**src/rtl/bs_pkg.sv**
```systemverilog
// Shared encodings for the Black-Scholes job controller.
// Holds state/status codes, host command codes and their widths.
package bs_pkg;

    localparam int unsigned STATUS_W = 4;
    localparam int unsigned CMD_W    = 4;

    // State register value is exported directly as host status.
    typedef enum logic [STATUS_W-1:0] {
        ST_IDLE     = 4'd0,
        ST_RUNNING  = 4'd1,
        ST_COMPLETE = 4'd2,
        ST_ERROR    = 4'd3
    } state_e;

    // Host commands; any other value behaves as NOP.
    typedef enum logic [CMD_W-1:0] {
        CMD_NOP   = 4'd0,
        CMD_RUN   = 4'd1,
        CMD_ACK   = 4'd2,
        CMD_ABORT = 4'd3
    } cmd_e;

endpackage

```
**src/rtl/bs_job_ctrl_if.sv**
```systemverilog
// Controller <-> BS compute engine link.
//   eng_start    : one-cycle launch pulse (controller -> engine)
//   eng_abort    : one-cycle cancel pulse (controller -> engine)
//   eng_operands : snapshotted constants (controller -> engine)
//   eng_done     : completion strobe (engine -> controller)
//   eng_result   : result, valid with eng_done (engine -> controller)
interface bs_job_ctrl_if #(
    parameter int unsigned WIDTH     = 32,
    parameter int unsigned NUM_CONST = 4
) ();

    logic                       eng_start;
    logic                       eng_abort;
    logic [NUM_CONST*WIDTH-1:0] eng_operands;
    logic                       eng_done;
    logic [WIDTH-1:0]           eng_result;

    modport master (
        output eng_start,
        output eng_abort,
        output eng_operands,
        input  eng_done,
        input  eng_result
    );

    modport slave (
        input  eng_start,
        input  eng_abort,
        input  eng_operands,
        output eng_done,
        output eng_result
    );

endinterface

```
**src/rtl/bs_job_timer.sv**
```systemverilog
// Job latency counter with terminal-count detect.
//   clr   : load 1 (the next cycle is the first RUNNING cycle)
//   en    : increment
//   count : current RUNNING cycle number
//   hit_c : count has reached TIMEOUT
module bs_job_timer #(
    parameter int unsigned CNT_W   = 16,
    parameter int unsigned TIMEOUT = 1024
) (
    input  logic             clk,
    input  logic             nreset,
    input  logic             clr,
    input  logic             en,
    output logic [CNT_W-1:0] count,
    output logic             hit_c
);

    // Clear loads 1 so count equals the RUNNING cycle index.
    always_ff @(posedge clk or negedge nreset) begin
        if (!nreset) begin
            count <= '0;
        end else if (clr) begin
            count <= CNT_W'(1);
        end else if (en) begin
            count <= count + CNT_W'(1);
        end
    end

    assign hit_c = (count == CNT_W'(TIMEOUT));

endmodule

```
**src/rtl/bs_job_ctrl.sv**
```systemverilog
// Command-driven job controller for the BS compute engine.
//   cmd      : host command (NOP/RUN/ACK/ABORT), level-sampled
//   const_in : packed operand constants, snapshotted on RUN
//   status   : current state (IDLE/RUNNING/COMPLETE/ERROR)
//   dout     : captured engine result
//   cycles   : latency of last job in RUNNING cycles
//   eng      : engine link (start/abort pulses, operands, done/result)
module bs_job_ctrl
    import bs_pkg::*;
#(
    parameter int unsigned WIDTH     = 32,
    parameter int unsigned NUM_CONST = 4,
    parameter int unsigned TIMEOUT   = 1024,
    parameter int unsigned CNT_W     = 16
) (
    input  logic                       clk,
    input  logic                       nreset,
    input  logic [CMD_W-1:0]           cmd,
    input  logic [NUM_CONST*WIDTH-1:0] const_in,
    output logic [STATUS_W-1:0]        status,
    output logic [WIDTH-1:0]           dout,
    output logic [CNT_W-1:0]           cycles,
    bs_job_ctrl_if.master              eng
);

    state_e           state;
    logic [CNT_W-1:0] count;
    logic             hit_c;
    logic             launch_c;
    logic             count_en_c;

    assign launch_c   = (state == ST_IDLE) && (cmd == CMD_RUN);
    // Advance only when RUNNING continues past this cycle.
    assign count_en_c = (state == ST_RUNNING) && !eng.eng_done
                        && (cmd != CMD_ABORT) && !hit_c;

    bs_job_timer #(
        .CNT_W   (CNT_W),
        .TIMEOUT (TIMEOUT)
    ) u_timer (
        .clk    (clk),
        .nreset (nreset),
        .clr    (launch_c),
        .en     (count_en_c),
        .count  (count),
        .hit_c  (hit_c)
    );

    // Job FSM with registered pulses, snapshot and result capture.
    always_ff @(posedge clk or negedge nreset) begin
        if (!nreset) begin
            state            <= ST_IDLE;
            dout             <= '0;
            cycles           <= '0;
            eng.eng_start    <= 1'b0;
            eng.eng_abort    <= 1'b0;
            eng.eng_operands <= '0;
        end else begin
            eng.eng_start <= 1'b0;
            eng.eng_abort <= 1'b0;
            case (state)
                ST_IDLE: begin
                    if (cmd == CMD_RUN) begin
                        eng.eng_operands <= const_in;
                        eng.eng_start    <= 1'b1;
                        state            <= ST_RUNNING;
                    end
                end
                ST_RUNNING: begin
                    // done > abort > timeout
                    if (eng.eng_done) begin
                        dout   <= eng.eng_result;
                        cycles <= count;
                        state  <= ST_COMPLETE;
                    end else if (cmd == CMD_ABORT) begin
                        eng.eng_abort <= 1'b1;
                        state         <= ST_IDLE;
                    end else if (hit_c) begin
                        cycles <= count;
                        state  <= ST_ERROR;
                    end
                end
                ST_COMPLETE, ST_ERROR: begin
                    if (cmd == CMD_ACK) begin
                        state <= ST_IDLE;
                    end
                end
                default: state <= ST_IDLE;
            endcase
        end
    end

    assign status = state;

endmodule
```
**src/flat_wrapper.sv**
```systemverilog
// flat-port wrapper written by rule: the top's interface ports become plain ports
module bs_job_ctrl_flat import bs_pkg::*;
#(
    parameter int unsigned WIDTH     = 32,
    parameter int unsigned NUM_CONST = 4,
    parameter int unsigned TIMEOUT   = 1024,
    parameter int unsigned CNT_W     = 16
)
  (clk, nreset, cmd, const_in, status, dout, cycles, eng_eng_start, eng_eng_abort, eng_eng_operands, eng_eng_done, eng_eng_result);
  bs_job_ctrl_if #(.WIDTH(WIDTH), .NUM_CONST(NUM_CONST)) eng_i ();
  input  logic clk;
  input  logic nreset;
  input  logic [CMD_W-1:0] cmd;
  input  logic [NUM_CONST*WIDTH-1:0] const_in;
  output logic [STATUS_W-1:0] status;
  output logic [WIDTH-1:0] dout;
  output logic [CNT_W-1:0] cycles;
  output wire logic [$bits(eng_i.eng_start)-1:0] eng_eng_start;
  output wire logic [$bits(eng_i.eng_abort)-1:0] eng_eng_abort;
  output wire logic [$bits(eng_i.eng_operands)-1:0] eng_eng_operands;
  input wire logic [$bits(eng_i.eng_done)-1:0] eng_eng_done;
  input wire logic [$bits(eng_i.eng_result)-1:0] eng_eng_result;
  assign eng_eng_start = eng_i.eng_start;
  assign eng_eng_abort = eng_i.eng_abort;
  assign eng_eng_operands = eng_i.eng_operands;
  assign eng_i.eng_done = eng_eng_done;
  assign eng_i.eng_result = eng_eng_result;
  bs_job_ctrl #(.WIDTH(WIDTH), .NUM_CONST(NUM_CONST), .TIMEOUT(TIMEOUT), .CNT_W(CNT_W)) u_core (.clk(clk), .nreset(nreset), .cmd(cmd), .const_in(const_in), .status(status), .dout(dout), .cycles(cycles), .eng(eng_i));
endmodule
```
**config.mk**
```make
export PLATFORM = sky130hd
export DESIGN_NAME = bs_job_ctrl_flat
export DESIGN_NICKNAME = d
export VERILOG_FILES = /design/src/rtl/bs_pkg.sv /design/src/rtl/bs_job_ctrl_if.sv /design/src/rtl/bs_job_timer.sv /design/src/rtl/bs_job_ctrl.sv /design/src/flat_wrapper.sv
export SDC_FILE = /design/constraint.sdc
export NUM_CORES = 1
export LEC_CHECK = 0
export CAP_MARGIN = 20
export CORE_MARGIN = 2
export CORE_UTILIZATION = 30
export CTS_BUF_LIST = sky130_fd_sc_hd__clkbuf_8
export CTS_CLUSTER_SIZE = 12
export DETAILED_ROUTE_END_ITERATION = 7
export SKIP_CTS_REPAIR_TIMING = 1
export SLEW_MARGIN = 20
export SYNTH_ARGS = -nofsm -noshare
export SYNTH_HDL_FRONTEND = slang
export SYNTH_HIERARCHICAL = 1
export SYNTH_SLANG_ARGS = --single-unit
```
**constraint.sdc**
```tcl
create_clock -name clk -period 3.55 [get_ports clk]
set_input_delay 0.5325 -clock clk [delete_from_list [all_inputs] [get_ports clk]]
set_output_delay 0.5325 -clock clk [all_outputs]
set_load 0.01 [all_outputs]
```
# == Word-level counts from Yosys, hierarchy flattened ==
# Cells that the tools add are included.
# word_totals
reg_bits,198
latchBits,0
ramBits,0
mem_bits_ro,0
in_bits,167
output_inout_bits,182
elab_cells,50
mem_count,0
# classes
add_sub_neg,1
n_mul,0
div,0
order_cmp,0
eq_ne,12
n_shift,0
n_mux,16
n_bitwise,0
n_reduce_logical,14
# op_table
cell,count
16-bit 2-to-1 mux,5
4-bit 2-to-1 mux,5
16-bit by 1-bit adder with 16-bit output (second input constant),1
16-bit by 11-bit equality test with 1-bit output (second input constant),1
4-bit by 2-bit equality test with 1-bit output (second input constant),4
4-bit case mux with 3 select lines,1
4-bit by 1-bit equality test with 1-bit output (second input constant),2
3-bit AND reduction,2
1-bit 2-to-1 mux,5
1-bit logical AND,4
4-bit zero test,1
2-bit != test (second input constant),2
4-bit by 2-bit != test with 1-bit output (second input constant),1
4-bit by 3-bit != test with 1-bit output (second input constant),1
2-bit AND reduction,2
2-bit nonzero test,2
1-bit zero test,2
2-bit by 1-bit != test with 1-bit output (second input constant),1
2-bit OR reduction,1

# == Longest topological paths before layout ==
# logic_depth
word_depth,6
depth_mapped,12
ltp_nobuf,11

# == Modules after synthesis ==
# The synthesis kept the hierarchy.
# by_module_without_submodules
module,instances,cells_each,area_each_um2,seq_area_each_um2
bs_job_ctrl,1,405,7404.6,4504.3
bs_job_timer,1,95,938.4,400.4

# == Worst setup path before layout ==
# No wires, ideal clock.
# synth_timing
path_type,flip-flop to flip-flop
start,reg u_core.u_timer.count[2]
end,reg u_core.u_timer.count[13]
setup_time_ns,0.127
arrival_time_ns,1.990
required_ns,3.423
setup_slack_ns,1.433
path_stages_with_launch,13
path_buffers,2
synth_period_minus_slack_ns,2.117
path_cell_list,dfrtp_1 -> buf_2 -> nor4_1 -> nand3_1 -> nor2_1 -> nor2_1 -> nand2_1 -> nor2_1 -> buf_2 -> o211a_1 -> and2_1 -> nand3_1 -> mux2_1
# synth_via
elab_chain_cells,4
word_cells_on_any_way,7
cone_classes,1 x add/sub; 1 x eq/ne; 2 x mux; 3 x reduce/logical
# synth_lines
element,line,text
start: declaration,bs_job_timer.sv:14,"output logic [CNT_W-1:0] count,"
start signal: assignment,bs_job_timer.sv:25,count <= count + CNT_W'(1);
16-bit by 11-bit equality test with 1-bit output,bs_job_timer.sv:29,assign hit_c = (count == CNT_W'(TIMEOUT));
via u_core.hit_c,bs_job_ctrl.sv:28,logic hit_c;
1-bit zero test,bs_job_ctrl.sv:35,&& (cmd != CMD_ABORT) && !hit_c;
1-bit logical AND,bs_job_ctrl.sv:35,
via u_core.count_en_c,bs_job_ctrl.sv:30,logic count_en_c;
2-bit nonzero test (no line),n/a,
# The timed path passes the listed nets, and every way through them passes these cells. The select of a mux whose other input is x is not followed.
# A chain may end at the register's enable or synchronous reset.

# == Worst setup path after layout ==
# layout_timing
start,reg u_core.u_timer.count[3]
end,reg u_core.u_timer.count[13]
# Same word-level chain as after synthesis.

==> results.md <==
* Clock latency on the worst-skew pair at around 0.46 ns
* Pwr Density at 752.7 nW/µm²
* VDD IR max at 0.3662 mV
* Final WL at 20.44 mm
* Worst Hold Class: input pin to asynchronous set/reset pin
* Vias in the first global route at 5384
* Tot GR Track Use at 13.67%
* Area contributors post-synth: dfrtp_1, mux2_4, mux2_2, buf_12, nor2_1
* First-pass GRT wire length at 30.97 mm
* WS Path Type: register to register
* Clk buf depth at 2
* Initial core utilization at 30.28%
* Critical Path AT at 2.71 ns
* Synth cell types at 44
* Antenna Diode Count at 0
* Setup crit end kind: register
* Pre-Repair DR Iteration Count at 4
* FFs w/ async S/R, synth at 100.0%
* Post-route ant nets at 0
* Largest net degree at the start of global routing at between 70 and 80
* Clock Skews at about 0.024 ns
* Clk slew on worst S/H paths at 0.12 ns
* Max Slew Vio Count at 0
* CTS tree: yes
* Ports at approximately 350
* Routability cong. at 0.7530
* Total grt overflow at 0
* Slowest cell on crit path: dfrtp_1
* Nets@finish at slightly above 1k
* CP max FO at 8
* Final Power at 0.009362 W
* Die width at 170.8 µm
* Commonest non-fill, non-tap cell in the layout: clkdlybuf4s50_1
* WL/cell at 16.48 µm
* Top cell type by total area after synthesis: dfrtp_1
* Final setup TNS at 0 ns
* Synth warnings at 6
* Max stage delay on crit path at 0.51 ns
* Primary FF master, synth: dfrtp_1
* Most frequent cells in the layout: clkdlybuf4s50_1, dfrtp_1, mux2_4, mux2_2, nor2_1
* Layout cells sized above 1 at between 20% and 30%
* Family with the most delay on the worst path: simple AND/OR/NAND/NOR gates
* CP required at 3.91 ns
* Top cell type's share of synthesized area at 58.79%
* Placeable Area at around 28000 µm²
* Vias at 5277
* Status: completed
* Final min period at 2.357 ns
* Initial DRC count at 280
* Port bufs at between 300 and 400
* Yosys reg bits at 196
* Maximum Capacitance Violations at 0
* H-tree levels at 4
* Post-detail-place hpwl at between 10 and 15 mm
* Post-Syn Instances at 500
* Syn avg cell area at 16.69 µm²
* Final setup violation count at 0
* Seq/Total Area, Yosys at 58.79%
* RSZ-0062 raised after global routing: false
* Full die area at 29160 µm²
* Worst slew pin tran at 0.7290 ns
* Static Leakage at 5.412 nW
* FMAX at 424.3 MHz
* Initial antenna violation count at 0
* DIE HEIGHT at 170.8 µm
* CP bufs+invs at 1
* Cell Rows at 61
* Clock Tree Root: clkbuf_8
* Area growth syn-to-layout at 49.09%
* Cell Area, Synth at 8343 µm²
* Most used cell, CP: nor2_1
* Final period util at 66.40%
* Post-synth EDFFs at 0
* CTS Buf Count at 17
* Drt via density at 4.256
* CP cell instances: nor4_1, nand3_1, nor2_1, nor2_1, nand2_1, nor2_1, buf_4, o211a_1, and2_1, nand3_1, mux2_1
* Max_slew headroom at 51.38%
* Hold Vio Cnt, Final at 0
* DRC viols at 0
* Startpoint Class: register
* Sink Count at ~200
==> registers in the layout, summed over array words and instances, names as in the netlist <==
signal / flops
u_core/eng.eng_start: 1
u_core/eng.eng_abort: 1
u_core/dout: 32
u_core/cycles: 16
u_core/u_timer/count: 16
u_core/eng.eng_operands: 128
u_core/status: 2
==> power breakdown <==
part / switching (W) / internal [W] / total [W]
logic: 0.00138 / 0.00281 / 0.00419
clock network: 0.000895 / 0.000523 / 0.00142
registers: 0.000553 / 0.00320 / 0.00375
==> stage by stage <==
| stage | std cells | area [µm²] | hold WS (ns) | setup slack, ns | utilization (%) |
|---|---|---|---|---|---|
| after floorplan | 501 | 8347 | 0.2369 | 1.433 | - |
| after global placement | 1208 | 12060 | 0.4877 | 0.9719 | 43.75 |
| after detailed placement | 1208 | 12060 | 0.4908 | 0.9579 | 43.75 |
| after CTS | 1240 | 12440 | 0.07745 | 1.196 | 45.14 |
| after global routing | 1240 | 12440 | 0.08490 | 1.012 | 45.14 |
| final | 1240 | 12440 | 0.07432 | 1.193 | 45.14 |
==> cells in the mapped netlist (2+ instances only) <==
| master | count |
|---|---|
| nand3_1 | 6 |
| buf_2 | 5 |
| mux2_2 | 66 |
| nor2b_1 | 4 |
| buf_12 | 12 |
| nor3_1 | 4 |
| nor2_1 | 21 |
| inv_1 | 5 |
| nand4_2 | 2 |
| nor4_1 | 2 |
| clkbuf_1 | 2 |
| a21oi_1 | 3 |
| nand4_1 | 3 |
| buf_6 | 3 |
| and3b_1 | 2 |
| ha_1 | 2 |
| and3_1 | 3 |
| nand2_1 | 8 |
| buf_4 | 3 |
| mux2_4 | 111 |
| nor2_2 | 2 |
| nor4_2 | 2 |
| xor2_1 | 6 |
| mux2_1 | 2 |
| xnor2_1 | 6 |
| and2_1 | 2 |
| dfrtp_1 | 196 |
==> logic make-up (layout without fill, tap and decap cells) <==
group	count (synthesis)	after routing	share of synthesized area [%]
flops	196	196	58.79
mux	180	180	29.27
simple gates	70	70	5.099
buf+inv	30	391	4.169
xor+xnor	12	12	1.260
compound gates	9	9	1.065
fa+ha+maj	2	2	0.2999
other cells	1	2	0.04495
==> worst paths after layout <==
path                       cells past startpoint  slack [ns]                           to                    start
min reg2reg                                    1        0.51               u_core/dout[6]           u_core/dout[6]
max                                           11        1.19     u_core/u_timer/count[13]  u_core/u_timer/count[3]
max reg2reg                                   11        1.19     u_core/u_timer/count[13]  u_core/u_timer/count[3]
min in group clk                               1        0.51               u_core/dout[6]           u_core/dout[6]
min                                            1        0.07      u_core/u_timer/count[7]                   nreset
max in group asynchronous                      2        2.59  u_core/eng.eng_operands[13]                   nreset
==> final cells by class <==
| cell class | count | area, µm² |
|---|---|---|
| clock buffer | 17 | 234.0 |
| clock inverter | 15 | 148.9 |
| fill | 2483 | 15110 |
| inverter | 5 | 18.77 |
| multi-input combinational | 275 | 3094 |
| sequential | 196 | 4905 |
| tap | 378 | 473.0 |
| timing repair buffer | 354 | 3565 |
==> metal layers <==
layer  routed length [µm]  GRT usage (%)
met4                  267          3.605
met2                10040          22.46
met5                    0              0
met3                 1571          4.418
met1                 8559          17.37
No activity file was read; power rests on OpenSTA's default activity.
